==> src/rtl/alu_decode_pkg.sv <==
// Shared decode definitions: opcodes, ALU function encoding and the decoded entry.
package alu_decode_pkg;

    localparam int XLEN = 32;

    localparam logic [6:0] OPC_OP     = 7'b0110011;
    localparam logic [6:0] OPC_OP_IMM = 7'b0010011;

    // funct7 values the ALU understands; only bit 5 matters downstream
    localparam logic [6:0] F7_BASE = 7'b0000000;
    localparam logic [6:0] F7_ALT  = 7'b0100000;

    typedef enum logic [2:0] {
        F3_ADD  = 3'd0,
        F3_SL   = 3'd1,
        F3_SLT  = 3'd2,
        F3_SLTU = 3'd3,
        F3_XOR  = 3'd4,
        F3_SR   = 3'd5,
        F3_OR   = 3'd6,
        F3_AND  = 3'd7
    } f3OpInt;

    typedef struct packed {
        logic            op;
        logic            op_imm;
        f3OpInt          funct3;
        logic [6:0]      funct7;
        logic [4:0]      rs1;
        logic [4:0]      rs2;
        logic [4:0]      rd;
        logic [XLEN-1:0] imm;
        logic [XLEN-1:0] pc;
        logic            illegal;
    } alu_dec_t;

    localparam int ALU_DEC_W = $bits(alu_dec_t);

endpackage

==> src/rtl/alu_decode_if.sv <==
// Fetch-side and ALU-side handshake bundle of the decode stage.
interface alu_decode_if;
    import alu_decode_pkg::*;

    logic            flush;
    logic            in_valid;
    logic            in_ready;
    logic [31:0]     in_instr;
    logic [XLEN-1:0] in_pc;
    logic            out_valid;
    logic            out_ready;
    logic            op;
    logic            op_imm;
    logic [2:0]      funct3;
    logic [6:0]      funct7;
    logic [4:0]      rs1;
    logic [4:0]      rs2;
    logic [4:0]      rd;
    logic [XLEN-1:0] imm;
    logic [XLEN-1:0] pc;
    logic            illegal;

    // Environment view: offers instructions, consumes decoded entries
    modport master (
        output flush, in_valid, in_instr, in_pc, out_ready,
        input  in_ready, out_valid, op, op_imm, funct3, funct7,
               rs1, rs2, rd, imm, pc, illegal
    );

    // Decode stage view
    modport slave (
        input  flush, in_valid, in_instr, in_pc, out_ready,
        output in_ready, out_valid, op, op_imm, funct3, funct7,
               rs1, rs2, rd, imm, pc, illegal
    );

endinterface

==> src/rtl/alu_decode_skid_buf.sv <==
// Two-entry skid buffer: an output register plus one skid register, strict FIFO order.
module skid_buf #(
    parameter int W = 8
) (
    input  logic         clk,
    input  logic         rst,
    input  logic         flush,
    input  logic         in_valid,
    output logic         in_ready,
    input  logic [W-1:0] in_data,
    output logic         out_valid,
    input  logic         out_ready,
    output logic [W-1:0] out_data
);

    logic         out_valid_q;
    logic [W-1:0] out_data_q;
    logic         skid_valid_q;
    logic [W-1:0] skid_data_q;
    logic         in_fire;
    logic         out_free;

    // Input is refused only when the skid slot is occupied or the block is in reset
    assign in_ready  = !skid_valid_q && !rst;
    assign in_fire   = in_valid && in_ready;
    assign out_free  = !out_valid_q || out_ready;
    assign out_valid = out_valid_q;
    assign out_data  = out_data_q;

    // Output/skid register update; skid drains into the output before new input is taken
    always_ff @(posedge clk) begin
        if (rst) begin
            // NOTE: non-blocking assignments here so every register samples pre-edge values;
            // data registers are reset too so the outputs read as zero out of reset.
            out_valid_q  <= 1'b0;
            skid_valid_q <= 1'b0;
            out_data_q   <= '0;
            skid_data_q  <= '0;
        end else if (flush) begin
            out_valid_q  <= 1'b0;
            skid_valid_q <= 1'b0;
        end else if (out_free) begin
            if (skid_valid_q) begin
                // in_ready is low while skid is full, so no input competes here
                out_data_q   <= skid_data_q;
                out_valid_q  <= 1'b1;
                skid_valid_q <= 1'b0;
            end else if (in_fire) begin
                out_data_q  <= in_data;
                out_valid_q <= 1'b1;
            end else begin
                out_valid_q <= 1'b0;
            end
        end else if (in_fire) begin
            // Output stalled: park the new entry, leave the output untouched
            skid_data_q  <= in_data;
            skid_valid_q <= 1'b1;
        end
    end

endmodule

==> src/rtl/alu_decode.sv <==
// RV32I decode stage producing ALU control fields behind a skid-buffered handshake.
module alu_decode
    import alu_decode_pkg::*;
(
    input logic        clk,
    input logic        rst,
    alu_decode_if.slave bus
);

    alu_dec_t   dec;
    alu_dec_t   q;
    logic [6:0] opcode;
    logic [2:0] f3;
    logic [6:0] f7;
    logic [ALU_DEC_W-1:0] sb_out_data;

    assign opcode = bus.in_instr[6:0];
    assign f3     = bus.in_instr[14:12];
    assign f7     = bus.in_instr[31:25];

    // Field extraction and legality check, registered by the skid buffer
    always_comb begin
        // NOTE: default every field first so no path leaves a field unassigned (no latch).
        dec        = '0;
        dec.rs1    = bus.in_instr[19:15];
        dec.rs2    = bus.in_instr[24:20];
        dec.rd     = bus.in_instr[11:7];
        dec.pc     = bus.in_pc;
        dec.funct3 = f3OpInt'(f3);
        case (opcode)
            OPC_OP: begin
                dec.funct7 = f7;
                if (f7 == F7_BASE || (f7 == F7_ALT && (f3 == F3_ADD || f3 == F3_SR))) begin
                    dec.op = 1'b1;
                end else begin
                    dec.illegal = 1'b1;
                end
            end
            OPC_OP_IMM: begin
                dec.rs2 = '0;
                if (f3 == F3_SL || f3 == F3_SR) begin
                    dec.imm    = {{(XLEN-5){1'b0}}, bus.in_instr[24:20]};
                    dec.funct7 = f7;
                    if (f7 == F7_BASE || (f7 == F7_ALT && f3 == F3_SR)) begin
                        dec.op_imm = 1'b1;
                    end else begin
                        dec.illegal = 1'b1;
                    end
                end else begin
                    // funct7 stays zero so a negative immediate never selects subtract
                    dec.imm    = {{(XLEN-12){bus.in_instr[31]}}, bus.in_instr[31:20]};
                    dec.op_imm = 1'b1;
                end
            end
            default: dec.illegal = 1'b1;
        endcase
    end

    skid_buf #(.W(ALU_DEC_W)) u_skid (
        .clk       (clk),
        .rst       (rst),
        .flush     (bus.flush),
        .in_valid  (bus.in_valid),
        .in_ready  (bus.in_ready),
        .in_data   (dec),
        .out_valid (bus.out_valid),
        .out_ready (bus.out_ready),
        .out_data  (sb_out_data)
    );

    assign q           = alu_dec_t'(sb_out_data);
    assign bus.op      = q.op;
    assign bus.op_imm  = q.op_imm;
    assign bus.funct3  = q.funct3;
    assign bus.funct7  = q.funct7;
    assign bus.rs1     = q.rs1;
    assign bus.rs2     = q.rs2;
    assign bus.rd      = q.rd;
    assign bus.imm     = q.imm;
    assign bus.pc      = q.pc;
    assign bus.illegal = q.illegal;

endmodule

==> src/flat_wrapper.sv <==
// flat-port wrapper written by rule: the top's interface ports become plain ports
module alu_decode_flat import alu_decode_pkg::*;
  (clk, rst, bus_flush, bus_in_valid, bus_in_instr, bus_in_pc, bus_out_ready, bus_in_ready, bus_out_valid, bus_op, bus_op_imm, bus_funct3, bus_funct7, bus_rs1, bus_rs2, bus_rd, bus_imm, bus_pc, bus_illegal);
  alu_decode_if bus_i ();
  input logic clk;
  input logic rst;
  input wire logic [$bits(bus_i.flush)-1:0] bus_flush;
  input wire logic [$bits(bus_i.in_valid)-1:0] bus_in_valid;
  input wire logic [$bits(bus_i.in_instr)-1:0] bus_in_instr;
  input wire logic [$bits(bus_i.in_pc)-1:0] bus_in_pc;
  input wire logic [$bits(bus_i.out_ready)-1:0] bus_out_ready;
  output wire logic [$bits(bus_i.in_ready)-1:0] bus_in_ready;
  output wire logic [$bits(bus_i.out_valid)-1:0] bus_out_valid;
  output wire logic [$bits(bus_i.op)-1:0] bus_op;
  output wire logic [$bits(bus_i.op_imm)-1:0] bus_op_imm;
  output wire logic [$bits(bus_i.funct3)-1:0] bus_funct3;
  output wire logic [$bits(bus_i.funct7)-1:0] bus_funct7;
  output wire logic [$bits(bus_i.rs1)-1:0] bus_rs1;
  output wire logic [$bits(bus_i.rs2)-1:0] bus_rs2;
  output wire logic [$bits(bus_i.rd)-1:0] bus_rd;
  output wire logic [$bits(bus_i.imm)-1:0] bus_imm;
  output wire logic [$bits(bus_i.pc)-1:0] bus_pc;
  output wire logic [$bits(bus_i.illegal)-1:0] bus_illegal;
  assign bus_i.flush = bus_flush;
  assign bus_i.in_valid = bus_in_valid;
  assign bus_i.in_instr = bus_in_instr;
  assign bus_i.in_pc = bus_in_pc;
  assign bus_i.out_ready = bus_out_ready;
  assign bus_in_ready = bus_i.in_ready;
  assign bus_out_valid = bus_i.out_valid;
  assign bus_op = bus_i.op;
  assign bus_op_imm = bus_i.op_imm;
  assign bus_funct3 = bus_i.funct3;
  assign bus_funct7 = bus_i.funct7;
  assign bus_rs1 = bus_i.rs1;
  assign bus_rs2 = bus_i.rs2;
  assign bus_rd = bus_i.rd;
  assign bus_imm = bus_i.imm;
  assign bus_pc = bus_i.pc;
  assign bus_illegal = bus_i.illegal;
  alu_decode u_core (.clk(clk), .rst(rst), .bus(bus_i));
endmodule
==> config.mk <==
export PLATFORM = sky130hd
export DESIGN_NAME = alu_decode_flat
export DESIGN_NICKNAME = d
export VERILOG_FILES = /design/src/rtl/alu_decode_pkg.sv /design/src/rtl/alu_decode_if.sv /design/src/rtl/alu_decode_skid_buf.sv /design/src/rtl/alu_decode.sv /design/src/flat_wrapper.sv
export SDC_FILE = /design/constraint.sdc
export NUM_CORES = 1
export LEC_CHECK = 0
export ABC_CLOCK_PERIOD_IN_PS = 1700
export CAP_MARGIN = 20
export CORE_UTILIZATION = 30
export CTS_BUF_LIST = sky130_fd_sc_hd__clkbuf_4 sky130_fd_sc_hd__clkbuf_8 sky130_fd_sc_hd__clkbuf_16
export CTS_CLUSTER_SIZE = 24
export DETAILED_ROUTE_END_ITERATION = 10
export GPL_ROUTABILITY_DRIVEN = 0
export HOLD_SLACK_MARGIN = 0.02
export PLACE_DENSITY = 0.56
export SYNTH_ARGS = -nofsm -noshare
export SYNTH_HDL_FRONTEND = slang
export SYNTH_SLANG_ARGS = --single-unit
export TNS_END_PERCENT = 100
==> constraint.sdc <==
create_clock -name clk -period 1.7 [get_ports clk]
set_input_delay 0.34 -clock clk [delete_from_list [all_inputs] [get_ports clk]]
set_output_delay 0.34 -clock clk [all_outputs]
set_load 0.05 [all_outputs]
Yosys cells after proc, flatten, opt, wreduce, memory -nomap -nowiden
Index checks and enable logic that the tools add are counted.

operators by class
  multiplexer cells = 18
  reduce and logical (&&, ||, !) cells = 19
  bitwise operators = 2
  equal/unequal tests = 5

operators by type and width
  cell                  count
  $mux W92              2
  $mux W32              2
  $eq A7 B6 Y1 const B  2
  $pmux W7 S2           1
  $mux W1               10
  $eq A7 B5 Y1 const B  1
  $logic_not A7 Y1      1
  $mux W7               1
  $reduce_and A3 Y1     2
  $logic_or A1 B1 Y1    5
  $mux W5               1
  $logic_and A1 B1 Y1   4
  $eq A3 B1 Y1 const B  1
  $eq A3 B3 Y1 const B  1
  $logic_not A1 Y1      3
  $logic_not A3 Y1      1
  $reduce_or A3 Y1      1
  $not A1 Y1            2
  $pmux W1 S2           1
  $reduce_bool A2 Y1    1
  $reduce_or A2 Y1      1

storage, ports and cells
  flip-flop bits (word level) = 186
  word-level logic and storage cells = 48

Logic depth before layout (Yosys ltp)
Gate-level depths: netlist of the first run.

  word-level depth = 8
  depth in mapped cells = 7
  mapped depth without buffers = 4

Hierarchy
A second synthesis of the first run with hierarchy kept.

unflattened totals
  cell total of the unflattened synthesis = 980
  area total of the unflattened synthesis = 8934.8 um^2

by module, submodules not included
  module      times used  cells each  area each (um^2)
  skid_buf    1           934         8609.5
  alu_decode  1           46          325.3

Worst setup path after synthesis of the first run
Ideal clock, no wire load.

  kind = register to register
  start point = register u_core.u_skid.out_valid_q, in the netlist u_core.u_skid.out_valid
  end point = register u_core.u_skid.skid_data_q[40]
  arrival time = 1848 ps
  stages on the path, launching flop included = 7
  path slack = -219 ps
  path buffers = 2
  clock period less this slack = 1919 ps
  data required time = 1630 ps
  library setup time = 70 ps
  cell sequence = dfxtp_1 > or4b_4 > nor3b_2 > buf_4 > buf_4 > nand4_1 > a21oi_1

between the ends
  longest elaborated chain between the ends = 4

RTL lines
  what                         RTL line                   RTL
  start, declared              alu_decode_skid_buf.sv:16  logic out_valid_q;
  start signal, assigned       alu_decode_skid_buf.sv:35  out_valid_q <= 1'b0;
  start signal, assigned       alu_decode_skid_buf.sv:40  out_valid_q <= 1'b0;
  start signal, assigned       alu_decode_skid_buf.sv:46  out_valid_q <= 1'b1;
  $logic_not A1 Y1             alu_decode_skid_buf.sv:26  assign out_free = !out_valid_q || out_ready;
  $logic_or A1 B1 Y1           alu_decode_skid_buf.sv:26
  $not A1 Y1 (no line)         -
  $reduce_and A3 Y1 (no line)  -
  end signal, assigned         alu_decode_skid_buf.sv:56  skid_data_q <= in_data;
  end, declared                alu_decode_skid_buf.sv:19  logic [W-1:0] skid_data_q;

Every way passes these cells.
A chain may end at the register's enable or synchronous reset.

Worst setup path after layout of the first run
  start point = register u_core.u_skid.out_valid_q, in the netlist u_core.u_skid.out_valid
  end point = register u_core.u_skid.skid_data_q[25]

The elaborated chain is that of the path after synthesis.

==> results.yml, run 1 <==
clock_tree:
  cts-root-buf: "clkbuf_16"
  cts_buffers: 17
  clockBufferDepth: 2
  h-tree-depth: 4
  clock-sinks: 146
  insertion_delay_ns: 0.43
  cts_tree: "yes"
  clk_pin_slew_ns: 0.06
grt:
  first_global_vias: 5226
  antenna_found_initial: 0
  grt_first_pass_wirelength_mm: 27.4
  grt_overflow: 0
  track_usage: 0.172
  grt_max_degree: 84
timing:
  min_period_over_period: 1.03
  finalMaxSlewViolations: 0
  setup_ws_ns: -0.0536
  relSlewSlack: 0.468
  worstMarginPinSlew_ns: 0.798
  rsz0062_at_grt: "yes"
  layout_min_cycle_time_ns: 1.75
  hold-worst-slack_ns: 0.227
  setup_viol: 42
  fmax_mhz: 570
  fin_skew_ns: 0.0102
  finalHoldViolCount: 0
route:
  via_count: 5505
  drt_iter0_drc: 300
  routed_wl_mm: 17.3
  drtAntennaViolNets: 0
  wl_per_cell_um: 15.1
  drc: 0
  drt_pre_antenna_iters: 4
  via_per_inst: 4.82
final_layout:
  drive_above_1_share: 0.271
  stdcell_count: 1141
  antenna_cells: 0
  nFillCells: 1871
  area_growth_pct: 51.7
  nets: 933
  seq_area_mm2: 0.00293
  post-route-util: 0.467
  multi_input_area_mm2: 0.00289
synth:
  ys_seq_area_frac: 0.485
  synth_cell_types: 34
  syn_inst: 699
  yosysTopAreaCellShare: 0.485
  synth_area_leaders: "dfxtp_1 (49%), a211oi_1 (7.5%), mux2i_1 (7.5%)"
  syn_nets: 768
  synth_largest_area_cell: "dfxtp_1"
  synth_warnings: 0
  synth.ff_latch_count: 146
  synth_area_mm2: 0.00603
  avgSynthCellArea_um2: 8.62
power_and_ir_drop:
  p_total_mw: 8.83
  power_density_mw_per_mm2: 966
  vdd_ir_drop_max_uv: 708
  leakage_nw: 3.35
die:
  fp.dieH_um: 144
  die_w_um: 144
  core-area_mm2: 0.0196
  ioPinCount: 163
  num_rows: 51
  start_util: 0.308
  design.die.area_mm2: 0.0207
placed_design:
  portBuffers: 162
  dp_hpwl_mm: 11.3
  dp_cells: 1103
setup_path:
  worstPathMaxFanout: 7
  crit_required_ns: 2.05
  arrival_ns: 2.11
  crit_type: "register to register"
  cp-end-kind: "register"
  cp-start-kind: "register"
run:
  cap_violations: 0
outcome:
  outcome: "finished, violations left"
  violations: "negative setup slack"
worst_hold_path:
  hold_class: "input port to register"
-- cell families (layout without fill, tap and decap cells) --
family | count (synthesis) | in the layout | share of synthesized area
AO/OA/AOI/OAI | 163 | 163 | 0.181
buffers and inverters | 83 | 260 | 0.0714
flip-flops | 146 | 146 | 0.485
multiplexers | 45 | 45 | 0.0748
AND/OR/NAND/NOR | 261 | 261 | 0.186
XOR/XNOR | 1 | 1 | 0.00145
-- layout by cell type (no fill, tap or decap), drive strengths merged, types with 2 or more instances in the layout --
| master | n |
|---|---|
| nand3 | 23 |
| nand2b | 4 |
| nor2b | 3 |
| nor2 | 77 |
| mux2i | 45 |
| clkbuf | 22 |
| buf | 159 |
| a32oi | 7 |
| clkdlybuf4s50 | 62 |
| dlymetal6s2s | 3 |
| clkinv | 7 |
| a211oi | 60 |
| nand4 | 9 |
| dfxtp | 146 |
| a221oi | 13 |
| nand2 | 118 |
| dlygate4sd2 | 2 |
| bufinv | 3 |
| nor3 | 19 |
| a21oi | 76 |
-- what timing repair did --
action / 4_1_cts / 5_1_grt
gates cloned: 3 / 0
pin swaps: 5 / 24
gates resized for setup: 18 / 50
setup endpoints to repair: 70 / 114
buffers inserted: 3 / 1
hold buffers: 0 / 0
-- power by group --
group | leakage (nW) | internal (mW) | switching, mW
Combinational | 1.85 | 0.536 | 0.799
Sequential | 1.19 | 3.52 | 0.0562
Clock | 0.312 | 2.49 | 1.43
-- critical path, cell delays in order, from the launching register on --
cell	delay, ns
dfxtp_4	0.35
or4b_4	0.49
nor3b_4	0.23
buf_6	0.14
buf_8	0.13
buf_12	0.14
nand2_2	0.06
a21oi_2	0.13
-- worst paths after layout --
check	from	to	slack, ns	cells past startpoint
max	u_core.u_skid.out_valid	u_core.u_skid.skid_data_q[25]	-0.05	7
max reg2reg	u_core.u_skid.out_valid	u_core.u_skid.skid_data_q[25]	-0.05	7
min reg2reg	u_core.u_skid.skid_data_q[23]	u_core.u_skid.skid_data_q[23]	0.45	2
min	rst	u_core.u_skid.skid_valid_q	0.23	3
-- layout make-up --
| type | instances | share of cell area |
|---|---|---|
| flip-flops and latches | 146 | 0.321 |
| multi-input cells | 470 | 0.316 |
| repair buffers | 227 | 0.258 |
| clock buffers | 22 | 0.0541 |
| well taps | 265 | 0.0363 |
| clock inverters | 9 | 0.0140 |
| inverters | 2 | 0.000821 |
-- registers in the layout, summed over array words and instances, names as in the netlist --
name and cells:
u_core.u_skid.out_valid 1, u_core.u_skid.skid_data_q 72, u_core.u_skid.out_data 72, u_core.u_skid.skid_valid_q 1
-- metrics by stage --
| stage | setup TNS (ns) | cell area (µm²) | setup slack, ns |
|---|---|---|---|
| 5_1_grt | -6.09 | 9140 | -0.132 |
| 4_1_cts | -0.0157 | 8940 | -0.00860 |
| 2_1_floorplan | 0 | 6030 | 0.0186 |
| 6_report | -0.793 | 9140 | -0.0536 |
| 3_5_place_dp | -54.67 | 8160 | -0.533 |
| 3_3_place_gp | -51.39 | 8160 | -0.509 |
-- synthesized netlist by cell type --
library cell  instances
a2111oi_4             1
a211o_1               1
a211oi_1             60
a21oi_1              76
a221oi_1             13
a311oi_1              1
a32o_1                1
a32oi_1               7
buf_2                23
buf_4                24
clkbuf_1             34
clkinv_1              1
dfxtp_1             146
inv_1                 1
mux2i_1              45
nand2_1             118
nand2b_1              4
nand3_1              23
nand3b_1              1
nand4_1               9
nand4b_1              1
nand4bb_1             1
nor2_1               77
nor2b_1               3
nor3_1               19
nor3b_2               1
nor4_2                1
o21ai_0               1
o221ai_1              1
o41ai_2               1
or3_1                 1
or4_1                 1
or4b_4                1
xor2_1                1
-- layer usage --
metal | vias up | routed length, µm | share of wire | global-route usage
met1 | 2567 | 8040 | 0.47 | 0.222
li1 | 2785 | - | - | -
met3 | 17 | 963 | 0.056 | 0.0516
met4 | 0 | 218 | 0.013 | 0.0521
met5 | - | 0 | 0 | 0
met2 | 136 | 8040 | 0.47 | 0.276
Power figures use the tool's default switching activity.
==> run 2, diff against run 1 <==
--- a/config.mk
+++ b/config.mk
@@ -13,7 +13,7 @@
 export DETAILED_ROUTE_END_ITERATION = 10
 export GPL_ROUTABILITY_DRIVEN = 0
 export HOLD_SLACK_MARGIN = 0.02
-export PLACE_DENSITY = 0.56
+export SKIP_LAST_GASP = 1
 export SYNTH_ARGS = -nofsm -noshare
 export SYNTH_HDL_FRONTEND = slang
 export SYNTH_SLANG_ARGS = --single-unit
==> results.yml, run 2 (synthesized netlist as in run 1, its figures left out) <==
clock_tree:
  cts_tree: "yes"
  cts_buffers: 17
  clk_pin_slew_ns: 0.06
  h-tree-depth: 4
  clock-sinks: 146
  clockBufferDepth: 2
  insertion_delay_ns: 0.42
  cts-root-buf: "clkbuf_16"
placed_design:
  dp_cells: 1103
  dp_hpwl_mm: 11.2
  portBuffers: 162
route:
  via_count: 5779
  drtAntennaViolNets: 0
  routed_wl_mm: 19.5
  via_per_inst: 4.95
  drt_pre_antenna_iters: 4
  drt_iter0_drc: 483
  wl_per_cell_um: 16.7
  drc: 0
power_and_ir_drop:
  power_density_mw_per_mm2: 872
  vdd_ir_drop_max_uv: 644
  leakage_nw: 3.69
setup_path:
  cp-end-kind: "register"
  cp-start-kind: "register"
  worstPathMaxFanout: 6
  r2r_cells: 6
  crit-reg2reg-launch: "u_core.u_skid.out_valid"
  startpoint: "u_core.u_skid.out_valid"
  r2r-end: "u_core.u_skid.skid_data_q[31]"
  crit_required_ns: 2.04
  arrival_ns: 2.11
  worstSetupEndpoint: "u_core.u_skid.skid_data_q[31]"
  crit_type: "register to register"
  r2r_slack_ns: -0.07
final_layout:
  stdcell_count: 1167
  antenna_cells: 0
  drive_above_1_share: 0.345
  final_common_cell: "dfxtp_1"
  final_cell_mix: "dfxtp_1 (144), buf_4 (122), nand2_1 (89), nor2_1 (76), clkdlybuf4s50_1 (62)"
  area_growth_pct: 63.0
  nFillCells: 1827
  nets: 959
grt:
  first_global_vias: 5084
  grt_overflow: 0
  antenna_found_initial: 0
  grt_first_pass_wirelength_mm: 26.8
  grt_max_degree: 81
  track_usage: 0.168
timing:
  fin_skew_ns: 0.00857
  hold-worst-slack_ns: 0.227
  setup_viol: 64
  finalHoldViolCount: 0
  relSlewSlack: 0.367
  setup_ws_ns: -0.0688
  rsz0062_at_grt: "yes"
  finalMaxSlewViolations: 0
  fmax_mhz: 565
  layout_min_cycle_time_ns: 1.77
  worstMarginPinSlew_ns: 0.950
  min_period_over_period: 1.04
die:
  num_rows: 51
  ioPinCount: 163
  design.die.area_mm2: 0.0207
  start_util: 0.308
  core-area_mm2: 0.0196
  die_w_um: 144
  fp.dieH_um: 144
outcome:
  outcome: "finished, violations left"
  violations: "negative setup slack"
run:
  cap_violations: 0
worst_hold_path:
  hold_class: "input port to register"
[run 2: changes by cell type in the layout (fill, tap and decap cells not counted), sizes merged]
cell,before,now
dlygate4sd2,2,0
bufinv,3,1
buf,159,173
clkinvlp,0,5
clkbuf,22,33
dlymetal6s2s,3,5
clkinv,7,5
[run 2: power by group]
group          switching, mW  leakage, nW  internal, mW
clock                   1.46        0.261          2.08
combinational          0.854         2.24         0.590
sequential            0.0571         1.19          3.52
total                   2.37         3.69          6.19
[run 2: area by class of cell]
type | count | area, µm² | area share
multi-input combinational | 470 | 3160 | 0.322
sequential | 146 | 2930 | 0.298
timing repair buffer | 253 | 2840 | 0.289
clock buffer | 21 | 462 | 0.0470
tap | 265 | 332 | 0.0338
clock inverter | 10 | 87.6 | 0.00892
inverter | 2 | 7.51 | 0.000765
[run 2: critical path: stages (launching register included)]
cell and delay, ns:
dfxtp_4 0.34, or4b_4 0.48, nor3b_4 0.29, buf_6 0.21
clkbuf_16 0.20, nand2_4 0.05, a21oi_2 0.12
[run 2: timing repair]
| action | 4_1_cts | 5_1_grt |
|---|---|---|
| buffers inserted | 6 | 7 |
| resized for setup | 9 | 136 |
| cloned | 2 | 18 |
| pin swaps | 3 | 92 |
| endpoints found under the hold margin | 0 | 0 |
| hold buffers | 0 | 0 |
| endpoints found under the setup margin | 57 | 117 |
[run 2: worst min-delay path by stage]
stage / startpoint / end / slack, ns / depth (start not counted)
finish: rst / u_core.u_skid.skid_valid_q / 0.23 / 3
global route: rst / u_core.u_skid.skid_valid_q / 0.22 / 3
CTS: rst / u_core.u_skid.skid_valid_q / 0.21 / 3
detailed placement: u_core.u_skid.skid_data_q[42] / u_core.u_skid.skid_data_q[42] / 0.45 / 2
global placement: u_core.u_skid.skid_data_q[83] / u_core.u_skid.skid_data_q[83] / 0.44 / 2
floorplan: bus_flush / u_core.u_skid.out_valid / 0.41 / 1
[run 2: layer usage]
metal | global-route usage | routed length [µm] | up-vias
met5 | 0 | 0 | -
met1 | 0.234 | 9380 | 2758
met3 | 0.0437 | 1080 | 25
met4 | 0.0627 | 330 | 0
met2 | 0.246 | 8690 | 158
li1 | - | - | 2838
[run 2: metrics by stage]
step	power (mW)	area, µm²	setup TNS, ns	utilization	worst slack [ns]
2_1_floorplan	4.38	6030	0	-	0.0186
3_3_place_gp	4.96	8180	-51.11	0.418	-0.510
3_5_place_dp	4.96	8180	-52.60	0.418	-0.543
4_1_cts	8.51	8870	-0.357	0.453	-0.0457
5_1_grt	8.88	9820	-7.74	0.501	-0.141
6_report	8.56	9820	-2.07	0.501	-0.0688
